## src/rtl/bk8_serial_add.sv

```systemverilog
// bk8_slice: 8-bit Brent-Kung adder slice with carry-in, carry-out and carry into bit 7.
// Latency: purely combinational, no state.
// Backpressure: none; output follows the inputs.
module bk8_slice (
  input  logic [7:0] i_a,
  input  logic [7:0] i_b,
  input  logic       i_cin,
  output logic [7:0] o_sum,
  output logic       o_cout,
  output logic       o_c7
);

  // Bit-level generate/propagate
  logic [7:0] w_g;
  logic [7:0] w_p;

  // Carry-in is folded into bit 0's generate so the prefix tree yields
  // carries directly (group generate G[i:0] == carry into bit i+1).
  logic w_g0c;

  // Up-sweep: pairs
  logic w_g10, w_g32, w_p32, w_g54, w_p54, w_g76, w_p76;
  // Up-sweep: quads
  logic w_g30, w_g74, w_p74;
  // Up-sweep: full byte
  logic w_g70;
  // Down-sweep: fill in the remaining prefixes
  logic w_g50, w_g20, w_g40, w_g60;

  logic [7:0] w_c;

  assign w_g   = i_a & i_b;
  assign w_p   = i_a ^ i_b;
  assign w_g0c = w_g[0] | (w_p[0] & i_cin);

  assign w_g10 = w_g[1] | (w_p[1] & w_g0c);
  assign w_g32 = w_g[3] | (w_p[3] & w_g[2]);
  assign w_p32 = w_p[3] & w_p[2];
  assign w_g54 = w_g[5] | (w_p[5] & w_g[4]);
  assign w_p54 = w_p[5] & w_p[4];
  assign w_g76 = w_g[7] | (w_p[7] & w_g[6]);
  assign w_p76 = w_p[7] & w_p[6];

  assign w_g30 = w_g32 | (w_p32 & w_g10);
  assign w_g74 = w_g76 | (w_p76 & w_g54);
  assign w_p74 = w_p76 & w_p54;

  assign w_g70 = w_g74 | (w_p74 & w_g30);

  assign w_g50 = w_g54 | (w_p54 & w_g30);
  assign w_g20 = w_g[2] | (w_p[2] & w_g10);
  assign w_g40 = w_g[4] | (w_p[4] & w_g30);
  assign w_g60 = w_g[6] | (w_p[6] & w_g50);

  assign w_c = {w_g60, w_g50, w_g40, w_g30, w_g20, w_g10, w_g0c, i_cin};

  assign o_sum  = w_p ^ w_c;
  assign o_cout = w_g70;
  assign o_c7   = w_c[7];

endmodule

// bk8_serial_add: W-bit add (a+b+cin) computed one byte per cycle, LSB byte first, through one BK slice.
// Latency: out_valid rises NBYTES cycles after the accepting edge; one result per NBYTES+1 cycles back-to-back.
// Backpressure: result held in DONE while out_ready=0; in_ready low in BUSY and in DONE without out_ready.
module bk8_serial_add #(
  parameter int NBYTES = 4
) (
  input  logic                  clk,
  input  logic                  rst_n,
  input  logic                  in_valid,
  output logic                  in_ready,
  input  logic [8*NBYTES-1:0]   a,
  input  logic [8*NBYTES-1:0]   b,
  input  logic                  cin,
  output logic                  out_valid,
  input  logic                  out_ready,
  output logic [8*NBYTES-1:0]   sum,
  output logic                  cout,
  output logic                  ovf
);

  localparam int W  = 8 * NBYTES;
  localparam int IW = $clog2(NBYTES);

  typedef enum logic [1:0] {
    S_IDLE = 2'd0,
    S_BUSY = 2'd1,
    S_DONE = 2'd2
  } state_t;

  state_t          r_state;
  logic [IW-1:0]   r_idx;
  logic            r_carry;
  logic [W-1:0]    r_a;
  logic [W-1:0]    r_b;
  logic [W-1:0]    r_sum;
  logic            r_cout;
  logic            r_ovf;
  logic            r_out_valid;

  logic [7:0]      w_a_byte;
  logic [7:0]      w_b_byte;
  logic [7:0]      w_slice_sum;
  logic            w_slice_cout;
  logic            w_slice_c7;
  logic            w_in_ready;
  logic            w_last;

  // A new operand set can be taken when idle, or when the held result is
  // being consumed this very cycle (keeps back-to-back throughput).
  assign w_in_ready = (r_state == S_IDLE) ||
                      ((r_state == S_DONE) && out_ready);

  assign w_last = (r_idx == IW'(NBYTES - 1));

  // Select the current operand byte lanes from the latched operands
  always_comb begin
    w_a_byte = 8'h00;
    w_b_byte = 8'h00;
    for (int k = 0; k < NBYTES; k++) begin
      if (r_idx == IW'(k)) begin
        w_a_byte = r_a[8*k +: 8];
        w_b_byte = r_b[8*k +: 8];
      end
    end
  end

  bk8_slice u_slice (
    .i_a    (w_a_byte),
    .i_b    (w_b_byte),
    .i_cin  (r_carry),
    .o_sum  (w_slice_sum),
    .o_cout (w_slice_cout),
    .o_c7   (w_slice_c7)
  );

  // Control FSM plus datapath registers; outputs are registered so they
  // stay stable while a result waits for out_ready.
  always_ff @(posedge clk or negedge rst_n) begin
    if (!rst_n) begin
      r_state     <= S_IDLE;
      r_idx       <= '0;
      r_carry     <= 1'b0;
      r_a         <= '0;
      r_b         <= '0;
      r_sum       <= '0;
      r_cout      <= 1'b0;
      r_ovf       <= 1'b0;
      r_out_valid <= 1'b0;
    end else begin
      case (r_state)
        S_IDLE: begin
          if (in_valid) begin
            r_a     <= a;
            r_b     <= b;
            r_carry <= cin;
            r_idx   <= '0;
            r_state <= S_BUSY;
          end
        end

        S_BUSY: begin
          // Write this byte of the sum; the slice carry feeds the next byte.
          for (int k = 0; k < NBYTES; k++) begin
            if (r_idx == IW'(k)) begin
              r_sum[8*k +: 8] <= w_slice_sum;
            end
          end
          r_carry <= w_slice_cout;
          if (w_last) begin
            r_cout      <= w_slice_cout;
            r_ovf       <= w_slice_c7 ^ w_slice_cout;
            r_out_valid <= 1'b1;
            r_idx       <= '0;
            r_state     <= S_DONE;
          end else begin
            r_idx <= r_idx + IW'(1);
          end
        end

        S_DONE: begin
          if (out_ready) begin
            r_out_valid <= 1'b0;
            if (in_valid) begin
              r_a     <= a;
              r_b     <= b;
              r_carry <= cin;
              r_idx   <= '0;
              r_state <= S_BUSY;
            end else begin
              r_state <= S_IDLE;
            end
          end
        end

        default: begin
          r_state     <= S_IDLE;
          r_idx       <= '0;
          r_out_valid <= 1'b0;
        end
      endcase
    end
  end

  assign in_ready  = w_in_ready;
  assign out_valid = r_out_valid;
  assign sum       = r_sum;
  assign cout      = r_cout;
  assign ovf       = r_ovf;

endmodule

```

## config.mk

```make
export PLATFORM = sky130hd
export DESIGN_NAME = bk8_serial_add
export DESIGN_NICKNAME = d
export VERILOG_FILES = /design/src/rtl/bk8_serial_add.sv
export SDC_FILE = /design/constraint.sdc
export NUM_CORES = 1
export LEC_CHECK = 0
export CAP_MARGIN = 25
export CORE_MARGIN = 2
export CORE_UTILIZATION = 40
export DETAILED_ROUTE_END_ITERATION = 10
export PLACE_DENSITY = 0.74
export SLEW_MARGIN = 10
export SYNTH_ARGS = -nofsm -noshare
export SYNTH_HDL_FRONTEND = slang
export SYNTH_HIERARCHICAL = 1
export SYNTH_SLANG_ARGS = --single-unit
```

## constraint.sdc

```tcl
create_clock -name clk -period 6.8 [get_ports clk]
set_clock_uncertainty 0.15 [all_clocks]
set_input_delay 1.36 -clock clk [delete_from_list [all_inputs] [get_ports clk]]
set_output_delay 1.36 -clock clk [all_outputs]
set_load 0.02 [all_outputs]
```

=== Word-level counts from Yosys, hierarchy flattened ===
Index checks and enable logic that the tools add are counted.

* Register bits: 104
* Bits of input ports: 69

* $add $sub $neg: 1
* Equality and inequality tests: 8
* Mux-type cells: 29
* Bitwise operators: 33
* Reduce and logical (&&, ||, !) cells: 14

{| class="wikitable"
|+ Operators by type and width
! operator !! count
|-
| 2-to-1 mux 32 bit || 4
|-
| one-hot mux 32 bit (2 select lines) || 2
|-
| 2-to-1 mux 8 bit || 8
|-
| bitwise AND 1 bit || 16
|-
| XOR 8 bit || 2
|-
| 2-to-1 mux 2 bit || 6
|-
| OR 1 bit || 12
|-
| one-hot mux 2 bit (3 select lines) || 2
|-
| AND reduction 2 bit || 6
|-
| bitwise AND 8 bit || 1
|-
| equality test 2 bit, second input constant || 3
|-
| inequality test 2 bit, second input constant || 3
|-
| one-hot mux 1 bit (3 select lines) || 2
|-
| AND reduction 3 bit || 2
|-
| 2-to-1 mux 1 bit || 5
|-
| equality test 2 x 1 -> 1 bit, second input constant || 2
|-
| zero test 2 bit || 2
|-
| nonzero test 3 bit || 1
|-
| adder 2 x 1 -> 2 bit, second input constant || 1
|-
| nonzero test 2 bit || 1
|-
| logical AND 1 bit || 1
|-
| logical OR 1 bit || 1
|-
| inverter 1 bit || 1
|-
| XOR 1 bit || 1
|}

=== Depth between registers and ports, before layout ===
Gate-level depths: netlist of run 1.

* Depth in word-level cells: 17
* Depth in mapped cells: 17
* Mapped depth without buffers: 15

=== Cells and area by module ===
Netlist of run 1, hierarchy kept.

{| class="wikitable"
|+ Modules (own cells, without submodules)
! module !! instances !! cells an instance !! area each (µm²) !! sequential area each (µm²)
|-
| bk8_serial_add || 1 || 320 || 4,491.8 || 2,602.5
|-
| bk8_slice || 1 || 36 || 307.8 || 0.0
|}

=== Least setup slack after synthesis of run 1 ===
Ideal clock, no wire load.

* Path kind: register to register
* Start point: register r_idx[0]
* End point: register r_sum[15] (netlist: sum[15])
* Library setup time: 0.125 ns
* Data arrival time: 3.237 ns
* Data required time: 6.525 ns
* Path slack: 3.288 ns
* Stages on the path, launching flop included: 16
* Buffers on the path: 2
* Path through: dfrtp_1 -> ha_1 -> buf_2 -> nor2b_2 -> buf_4 -> a221oi_1 -> o31ai_1 -> inv_1 -> fa_1 -> inv_1 -> fa_1 -> a211oi_1 -> o21a_1 -> fa_1 -> xnor2_1 -> mux2_2

* Longest elaborated chain between the ends: 17

{| class="wikitable"
|+ RTL lines
! what !! RTL line !! RTL
|-
| from (decl) || 93 || <nowiki>logic [IW-1:0] r_idx;</nowiki>
|-
| from (signal assigned) || 178 || <nowiki>r_idx <= r_idx + IW'(1);</nowiki>
|-
| zero test 2 bit || 122 || <nowiki>if (r_idx == IW'(k)) begin</nowiki>
|-
| 2-to-1 mux 8 bit (3 in series) || 122 ||
|-
| 2-to-1 mux 8 bit (*) || 122 ||
|-
| named net w_a_byte[0] || 102 || <nowiki>logic [7:0] w_a_byte;</nowiki>
|-
| XOR 8 bit || 33 || <nowiki>assign w_p = i_a ^ i_b;</nowiki>
|-
| bitwise AND 1 bit || 34 || <nowiki>assign w_g0c = w_g[0] | (w_p[0] & i_cin);</nowiki>
|-
| OR 1 bit (*) || 34 ||
|-
| bitwise AND 1 bit (*) || 36 || <nowiki>assign w_g10 = w_g[1] | (w_p[1] & w_g0c);</nowiki>
|-
| OR 1 bit (*) || 36 ||
|-
| bitwise AND 1 bit (*) || 44 || <nowiki>assign w_g30 = w_g32 | (w_p32 & w_g10);</nowiki>
|-
| OR 1 bit (*) || 44 ||
|-
| bitwise AND 1 bit (*) || 50 || <nowiki>assign w_g50 = w_g54 | (w_p54 & w_g30);</nowiki>
|-
| OR 1 bit (*) || 50 ||
|-
| bitwise AND 1 bit (*) || 53 || <nowiki>assign w_g60 = w_g[6] | (w_p[6] & w_g50);</nowiki>
|-
| OR 1 bit (*) || 53 ||
|-
| XOR 8 bit (*) || 57 || <nowiki>assign o_sum = w_p ^ w_c;</nowiki>
|-
| named net w_slice_sum[7] || 104 || <nowiki>logic [7:0] w_slice_sum;</nowiki>
|-
| to (signal, indexed assignment) || 167 || <nowiki>r_sum[8*k +: 8] <= w_slice_sum;</nowiki>
|-
| to (decl) || 97 || <nowiki>logic [W-1:0] r_sum;</nowiki>
|}

Mark *: on every way through the listed nets, which the timed path passes. The rest lies on a longest branch.
A chain may end at the register's enable or synchronous reset.

=== Worst setup path in the final report of run 1 ===
* Start point: register r_idx[1]
* End point: register r_sum[7] (netlist: sum[7])

* Longest elaborated chain between the ends: 17

{| class="wikitable"
|+ RTL lines
! what !! RTL line !! RTL
|-
| zero test 2 bit || 122 ||
|-
| 2-to-1 mux 8 bit (3 in series) || 122 ||
|-
| 2-to-1 mux 8 bit (*) || 122 ||
|-
| named net w_b_byte[0] || 103 || <nowiki>logic [7:0] w_b_byte;</nowiki>
|-
| XOR 8 bit || 33 ||
|-
| bitwise AND 1 bit || 34 ||
|-
| OR 1 bit (*) || 34 ||
|-
| bitwise AND 1 bit (*) || 36 ||
|-
| OR 1 bit (*) || 36 ||
|-
| bitwise AND 1 bit (*) || 44 ||
|-
| OR 1 bit (*) || 44 ||
|-
| bitwise AND 1 bit (*) || 50 ||
|-
| OR 1 bit (*) || 50 ||
|-
| bitwise AND 1 bit (*) || 53 ||
|-
| OR 1 bit (*) || 53 ||
|-
| XOR 8 bit (*) || 57 ||
|-
| named net w_slice_sum[7] || 104 ||
|}

Marks and branches as above.

==> results of run 1 <==
-- cell families after synthesis --
logic type,count (synthesis),synth area share (%)
simple gates,48,5.42
xor+xnor,4,0.730
buf+inv,36,4.04
compound gates,52,8.13
mux,97,22.8
fa+ha+maj,15,4.69
flops,104,54.2
-- sequential cells by signal, indices dropped and copies added (netlist names), 2 cells and up --
register	count
r_state	2
r_idx	2
r_a	32
r_b	32
sum	32
-- Yosys cell counts --
cell and number:
dfrtp_1 104, inv_1 16, nor2_2 1, o22ai_1 1, o21ai_1 1, nand2_2 3, a21oi_1 6, fa_1 5
nor2b_1 16, a211oi_1 1, o211ai_1 1, nor2_1 3, mux2_2 93, buf_4 2, mux2_1 4, xor2_1 1
xnor2_1 3, a21o_1 1, o21ai_0 4, and2b_4 1, nand2b_4 1, nand3b_1 1, o21a_1 1, a221o_1 1
o31ai_1 15, clkbuf_1 7, buf_2 5, o211a_1 1, nand2b_1 2, buf_6 6, ha_1 10, a22o_1 3
a21o_2 1, nor2b_2 1, a221oi_1 15, nand2_1 19
-- metrics by stage --
step | instances | area, µm² | hold slack (ns) | power [W]
after floorplan | 356 | 4800 | 0.308 | 0.00246
after global placement | 590 | 5920 | 0.323 | 0.00302
after CTS | 606 | 6210 | 0.358 | 0.00365
after detailed placement | 590 | 5920 | 0.341 | 0.00313
after global routing | 608 | 6250 | 0.372 | 0.00389
final | 608 | 6250 | 0.350 | 0.00362
-- cells in the final DEF, fill, tap and decap left out, drive strengths merged, types with 2 or more instances in the layout --
cell           netlist  layout
dfrtp              104     104
clkdlybuf4s50        0     103
mux2                97      97
nand2               22      22
inv                 16      18
nor2b               17      17
a221oi              15      15
o31ai               15      15
ha                  10      10
clkbuf               7      10
a21oi                6       6
buf                 13       6
fa                   5       5
o21ai                5       5
nor2                 4       4
a22o                 3       3
xnor2                3       3
nand2b               3       3
clkinvlp             0       2
a21o                 2       2
-- power breakdown --
group / switching (W) / internal, W / total (W)
registers: 0.000189 / 0.000947 / 0.00114
clock network: 0.000223 / 0.000287 / 0.000510
logic: 0.00101 / 0.000967 / 0.00197
-- final cells by class --
class	count	area (µm²)	area share, %
clock buffer	10	229	3.67
clock inverter	6	67.6	1.08
inverter	16	60.1	0.961
multi-input combinational	216	2010	32.1
sequential	104	2600	41.7
tap	147	184	2.94
timing repair buffer	109	1100	17.5
-- metal layers --
layer | global-route usage [%] | wire length (µm) | share of wire (%)
met1 | 22.3 | 4870 | 45
met2 | 29.6 | 5270 | 49
met3 | 3.19 | 426 | 4.0
met4 | 5.28 | 150 | 1.4
met5 | 0 | 0 | 0
-- worst max path at each step --
stage,to,from,cells after the start
after floorplan,sum[15],r_idx[0],15
after global placement,in_ready,out_ready,4
after detailed placement,sum[7],r_idx[1],14
after CTS,sum[7],r_idx[1],14
after global routing,sum[7],r_idx[1],14
final,sum[7],r_idx[1],14
==> results.toml, run 1 <==
[outcome]
status = "finished clean"

[routing]
drc = 0
avgRoutedWirePerCell_um = 17.6
drtIter0Drc = 221
viasPerCell = 5.22
first_pass_iters = 4
wl_mm = 10.7
vias = 3172
drtAntennaViolNets = 0

[worst_setup_path]
critPathLaunchType = "register"
r2r_cells = 14
worst_path_max_delay_cell = "nor2b_2"
crit_family = "adder cells"
crit_chain = "inv_1 -> ha_1 -> nor2b_2 -> a221oi_1 -> o31ai_1 -> inv_1 -> fa_1 -> inv_1 -> fa_1 -> a211oi_1 -> o21a_1 -> fa_1 -> xnor2_1 -> mux2_2"
arrival_ns = 4.44
reg2reg_slack_ns = 2.44
rr_startpoint = "r_idx[1]"
critical_path_required_ns = 6.87
r2r-end = "sum[7]"
critical-path-max-stage-delay_ns = 0.66
cp_max_fo = 19
criticalPathCategory = "reg -> reg"
endpoint_kind = "register"
cp_num_buf_inv = 3

[sta]
worst_pin_slew_ns = 0.826
setup_ws_ns = 2.44
tns_ns = 0
drv_slew = 0
max_slew_margin_pct = 44.9
finalCritPeriodShare_pct = 64.2
finalSetupViolCount = 0
fmax_ghz = 0.229
rsz0062_at_grt = "false"
hold_viol_final = 0
min_period_ns = 4.36

[cts]
hold_buffers = 0
cts_buffers = 9
cts_tree = "built"
post_cts_buffers = 0
clock_sinks = 104
clock_path_buffers = 2
cts.htree.levels = 3
clk_pin_slew_ns = 0.07
clock-root-buffer = "clkbuf_16"
clk_latency_ns = 0.34
cts_resized = 0

[power_and_ir_drop]
vdd_ir_drop_max_mv = 0.253
power.density_nw_per_um2 = 580
p_leak_nw = 2.60

[worst_hold_path]
min_path_type = "reg -> reg"
hold_path_end = "r_a[5]"
hold_path.startpoint = "r_a[5]"
hold_depth = 1

[placement]
pre_cts_ws_ns = 2.47
port_buffers = 104
hpwlAfterDp_mm = 7.92
routabilityCongestion = 0.773

[layout]
layout-drive-gt1-share_pct = 26.5
layout.nets = 540
nFillCells = 1036
diodes = 0
post-route-util_pct = 52.7
area_delta_synth_final_pct = 30.2

[yosys]
yosys_warnings = 6
synth_seq_cells = 104
synth_area_um2 = 4800
ys_seq_area_share_pct = 54.2
synthDistinctLibCells = 36
syn-num-nets = 440
avgSynthCellArea_um2 = 13.5
synth_area_leaders = "dfrtp_1 54%, mux2_2 22%, a221oi_1 2.7%, ha_1 2.6%, o31ai_1 2.3%"
yosysTopAreaCellShare_pct = 54.2
yosysTopAreaCell = "dfrtp_1"
synthCells = 356

[die]
initial_core_util_pct = 40.5
die_w_um = 114
pin_count = 105
die_h_um = 114
dieArea_um2 = 12900
rows = 40
coreArea_um2 = 11900

[global_routing]
antenna_found_initial = 0
grt_usage_pct = 17.2
grt_pass1_vias = 3426
globalRouteOverflowTotal = 0
grt_pass1_wl_mm = 17.3
grt_max_degree = 85

[flow_run]
max_cap_violations = 0
(Power assumes the default switching activity.)
==> run 2, diff against run 1 <==
Settings changed: PLACE_DENSITY 0.74 to 0.76.
Clock period 6.8 ns to 3.8 ns, I/O delays scaled along.
==> run 2 against run 1 <==
Against the previous run:
- register-to-register slack got worse by 2.2 ns
- die area unchanged
- fmax is 22% higher
- combinational power grew 84%
- clock power increased by 70%
- count of clock-buffer cells in the layout unchanged
- worst setup slack worse by 2.2 ns
- core utilization grew 0.38 points
- largest cell class unchanged
==> results.toml, run 2 (synthesized netlist as in run 1, its figures left out) <==
[cts]
clock-root-buffer = "clkbuf_16"
cts.htree.levels = 3
clk_pin_slew_ns = 0.07
clock_sinks = 104
clock_path_buffers = 2
cts_buffers = 9
clk_latency_ns = 0.34
cts_tree = "built"

[layout]
layout-drive-gt1-share_pct = 28.0
area_delta_synth_final_pct = 31.1
finalNonFillerCells = 615
nFillCells = 983
mostFrequentLayoutCell = "dfrtp_1"
diodes = 0
mostFrequentLayoutCells = "104 x dfrtp_1, 103 x clkdlybuf4s50_1, 93 x mux2_2"
layout.nets = 547
design_area_um2 = 6290

[sta]
hold_viol_final = 0
finalSetupViolCount = 0
fmax_ghz = 0.280
max_slew_margin_pct = 43.2
hold_ws_ns = 0.353
drv_slew = 0
worst_pin_slew_ns = 0.852
min_period_ns = 3.58
tns_ns = 0
finalCritPeriodShare_pct = 94.1

[power_and_ir_drop]
comb_power_share_pct = 55.4
p_leak_nw = 2.64
vdd_ir_drop_max_mv = 0.401
seqPwrFrac_pct = 31.3
switching_power_w = 0.00258
p_int_w = 0.00396
total_power_w = 0.00654
power.density_nw_per_um2 = 1040
p_clk_share_pct = 13.3
switching_share_pct = 39.4

[global_routing]
antenna_found_initial = 0
globalRouteOverflowTotal = 0
grt_max_degree = 69
grt_usage_pct = 17.6
grt_pass1_wl_mm = 17.5
grt_pass1_vias = 3390

[routing]
drtIter0Drc = 189
drtAntennaViolNets = 0
avgRoutedWirePerCell_um = 17.6
viasPerCell = 5.28
drc = 0
wl_mm = 10.8
first_pass_iters = 4
vias = 3247

[worst_setup_path]
critical_path_required_ns = 3.87
arrival_ns = 3.65
critPathLaunchType = "register"
criticalPathCategory = "reg -> reg"
endpoint_kind = "register"
cp_max_fo = 9

[placement]
place_area_um2 = 6000
placedCellCount = 599
hpwlAfterDp_mm = 8.20
routabilityCongestion = 0.759
port_buffers = 104

[die]
initial_core_util_pct = 40.5
rows = 40
pin_count = 105
die_h_um = 114
dieArea_um2 = 12900
coreArea_um2 = 11900
die_w_um = 114

[worst_hold_path]
min_path_type = "reg -> reg"

[outcome]
status = "finished clean"

[flow_run]
max_cap_violations = 0
## run 2: power groups by stage
stage / Clock [W] / Sequential, W / Combinational (W)
after floorplan: 0 / 0.00217 / 0.00224
after global placement: 0 / 0.00204 / 0.00341
after detailed placement: 0 / 0.00206 / 0.00357
after CTS: 0.000886 / 0.00204 / 0.00359
after global routing: 0.000931 / 0.00211 / 0.00397
final: 0.000868 / 0.00205 / 0.00362
## run 2: worst paths after layout
kind	start	to	slack (ns)	cells after the start
min in group asynchronous	rst_n	r_state[0]	0.37	1
worst max register to register	r_idx[1]	sum[29]	0.22	14
worst max-delay path	r_idx[1]	sum[29]	0.22	14
max in group asynchronous	rst_n	sum[16]	2.35	2
worst min-delay path	r_a[30]	r_a[30]	0.35	1
worst min register to register	r_a[30]	r_a[30]	0.35	1
## run 2: critical path, cell delays in order (launching register included)
cell      delay, ns
dfrtp_1        0.40
inv_1          0.08
ha_1           0.24
buf_4          0.19
a221oi_1       0.28
o31ai_1        0.12
inv_1          0.10
fa_1           0.16
inv_1          0.05
fa_1           0.41
a21o_1         0.19
a21o_2         0.21
fa_1           0.38
xor2_1         0.20
mux2_2         0.28
## run 2: repair_timing
item,CTS,global route
setup buffers,0,0
hold endpoints to repair,0,0
hold buffers,0,0
endpoints found under the setup margin,0,10
resized for setup,0,2
## run 2: layout make-up
type                            instances  area (µm²)  share of cell area (%)
Timing Repair Buffer                  116        1140                    18.1
Multi-Input combinational cell        216        2020                    32.1
Clock inverter                          6        45.0                   0.716
Tap cell                              147         184                    2.92
Clock buffer                           10         239                    3.80
Sequential cell                       104        2600                    41.4
Inverter                               16        60.1                   0.954
## run 2: routing by layer
metal  vias up  share of wire [%]  global-route usage [%]
met4         0                2.8                    7.89
li1       1484                  -                       -
met2       101                 48                    28.0
met5         -                  0                       0
met1      1638                 45                    23.8
met3        24                4.6                    2.76
## run 2: stage by stage
step	setup WS, ns	util [%]
after floorplan	0.288	-
after global placement	0.399	50.5
after detailed placement	0.237	50.5
after CTS	0.195	52.9
after global routing	-0.00239	53.0
final	0.224	53.0
==> run 3, diff against run 2 <==
Settings changed: PLACE_DENSITY 0.76 to 0.74.
Clock period 3.8 ns to 4.3 ns, I/O delays scaled along.
==> run 3 against run 2 <==
Against the previous run:
- count of clock-buffer cells in the layout unchanged
- sequential share of layout area up 0.44 points
- global-route usage down 0.67 points
- routed wire length down 2.7%
- register-to-register slack better by 0.24 ns
- non-clock buffer count down 4
- sequential power down 13%
- critical endpoint is now sum[7]
- combinational power down 14%
- sequential cell count unchanged
- critical path depth unchanged
- cell area down 1.1%
- core utilization down 0.56 points
==> results.toml, run 3 (synthesized netlist as in run 1, its figures left out) <==
[outcome]
status = "finished clean"

[sta]
max_slew_margin_pct = 45.5
min_period_ns = 3.84
fmax_ghz = 0.260
tns_ns = 0
drv_slew = 0
worst_pin_slew_ns = 0.817
finalCritPeriodShare_pct = 89.3
rsz0062_at_grt = "false"
finalSetupViolCount = 0
hold_viol_final = 0

[worst_setup_path]
rr_startpoint = "r_idx[0]"
crit_end = "sum[7]"
criticalPathCategory = "reg -> reg"
endpoint_kind = "register"
reg2reg_slack_ns = 0.46
r2r_cells = 14
cp-startpoint = "r_idx[0]"
worst_path_max_delay_cell = "dfrtp_1"
cp_max_fo = 9
arrival_ns = 3.97
critPathLaunchType = "register"
crit_chain = "inv_1 -> ha_1 -> nor2b_2 -> a221oi_1 -> o31ai_1 -> inv_1 -> fa_1 -> inv_1 -> fa_1 -> a211oi_1 -> o21a_1 -> fa_1 -> xnor2_1 -> mux2_2"
critical-path-max-stage-delay_ns = 0.43
critical_path_required_ns = 4.43
r2r-end = "sum[7]"

[power_and_ir_drop]
vdd_ir_drop_max_mv = 0.385
total_power_w = 0.00568
p_leak_nw = 2.61
power.density_nw_per_um2 = 912

[layout]
layout.nets = 543
mostFrequentLayoutCell = "dfrtp_1"
area_delta_synth_final_pct = 29.7
post-route-util_pct = 52.5
diodes = 0
mostFrequentLayoutCells = "104 x dfrtp_1, 103 x clkdlybuf4s50_1, 93 x mux2_2"
design_area_um2 = 6230
layout-drive-gt1-share_pct = 26.9
nFillCells = 1017

[global_routing]
grt_pass1_wl_mm = 16.8
grt_max_degree = 66
grt_pass1_vias = 3303
grt_usage_pct = 16.9
antenna_found_initial = 0
globalRouteOverflowTotal = 0

[cts]
cts_buffers = 9
clk_latency_ns = 0.34
clock-root-buffer = "clkbuf_16"
cts_tree = "built"
clock_sinks = 104
clk_pin_slew_ns = 0.07
hold_buffers = 0
clock_path_buffers = 2
cts.htree.levels = 3
post_cts_buffers = 0
cts_resized = 0

[routing]
drtAntennaViolNets = 0
viasPerCell = 5.25
drc = 0
first_pass_iters = 4
drtIter0Drc = 97
avgRoutedWirePerCell_um = 17.2
wl_mm = 10.5
vias = 3206

[placement]
place_area_um2 = 5950
routabilityCongestion = 0.798
port_buffers = 104
hpwlAfterDp_mm = 7.97

[die]
coreArea_um2 = 11900
die_w_um = 114
rows = 40
dieArea_um2 = 12900
pin_count = 105
initial_core_util_pct = 40.5
die_h_um = 114

[flow_run]
max_cap_violations = 0

[worst_hold_path]
min_path_type = "reg -> reg"
[run 3: cell types whose count changed in the layout (fill, tap and decap cells not counted)]
cell,before,now
inv_6,0,2
clkinvlp_4,3,1
clkinv_2,1,2
nor2b_4,1,0
buf_4,12,9
clkbuf_8,1,0
xnor2_2,1,0
nor2b_2,0,1
clkinv_4,2,1
clkbuf_1,0,1
buf_12,1,0
xnor2_1,2,3
[run 3: final cells by class]
| type | instances | area [µm²] | area share [%] |
|---|---|---|---|
| clock buffer | 10 | 229 | 3.68 |
| inverter | 16 | 60.1 | 0.965 |
| timing repair buffer | 112 | 1100 | 17.6 |
| multi-input combinational | 216 | 2010 | 32.3 |
| sequential | 104 | 2600 | 41.8 |
| tap | 147 | 184 | 2.95 |
| clock inverter | 6 | 43.8 | 0.703 |
[run 3: how the worst min path moves through the flow]
stage / start / end / depth (start not counted)
after global routing: r_b[0] / r_b[0] / 1
final: r_b[0] / r_b[0] / 1
after floorplan: r_a[29] / r_a[29] / 1
after detailed placement: r_b[0] / r_b[0] / 1
after global placement: r_b[0] / r_b[0] / 1
after CTS: r_b[0] / r_b[0] / 1
[run 3: power breakdown]
| group | internal [W] | switching [W] | leakage (nW) |
|---|---|---|---|
| logic | 0.00154 | 0.00159 | 1.24 |
| registers | 0.00150 | 0.000297 | 1.23 |
| clock network | 0.000396 | 0.000357 | 0.133 |
| total | 0.00343 | 0.00225 | 2.61 |
[run 3: stage by stage]
stage	hold WS, ns	cells	worst slack, ns
3_5_place_dp	0.328	595	0.514
5_1_grt	0.373	611	0.188
3_3_place_gp	0.327	595	0.693
4_1_cts	0.344	611	0.482
6_report	0.345	611	0.459
2_1_floorplan	0.308	356	0.788
[run 3: routing by layer]
| metal | GRT usage [%] | routed length [µm] |
|---|---|---|
| met5 | 0 | 0 |
| met4 | 6.02 | 193 |
| met3 | 3.13 | 462 |
| met2 | 28.2 | 5110 |
| met1 | 22.1 | 4750 |
[run 3: critical path: cells and delay by family (launching register included)]
kind / cells / cell delay (ns)
compound gates: 4 / 0.71
xor+xnor: 1 / 0.33
simple gates: 1 / 0.41
buf+inv: 3 / 0.27
fa+ha+maj: 4 / 1.26
mux: 1 / 0.22
flops: 1 / 0.43
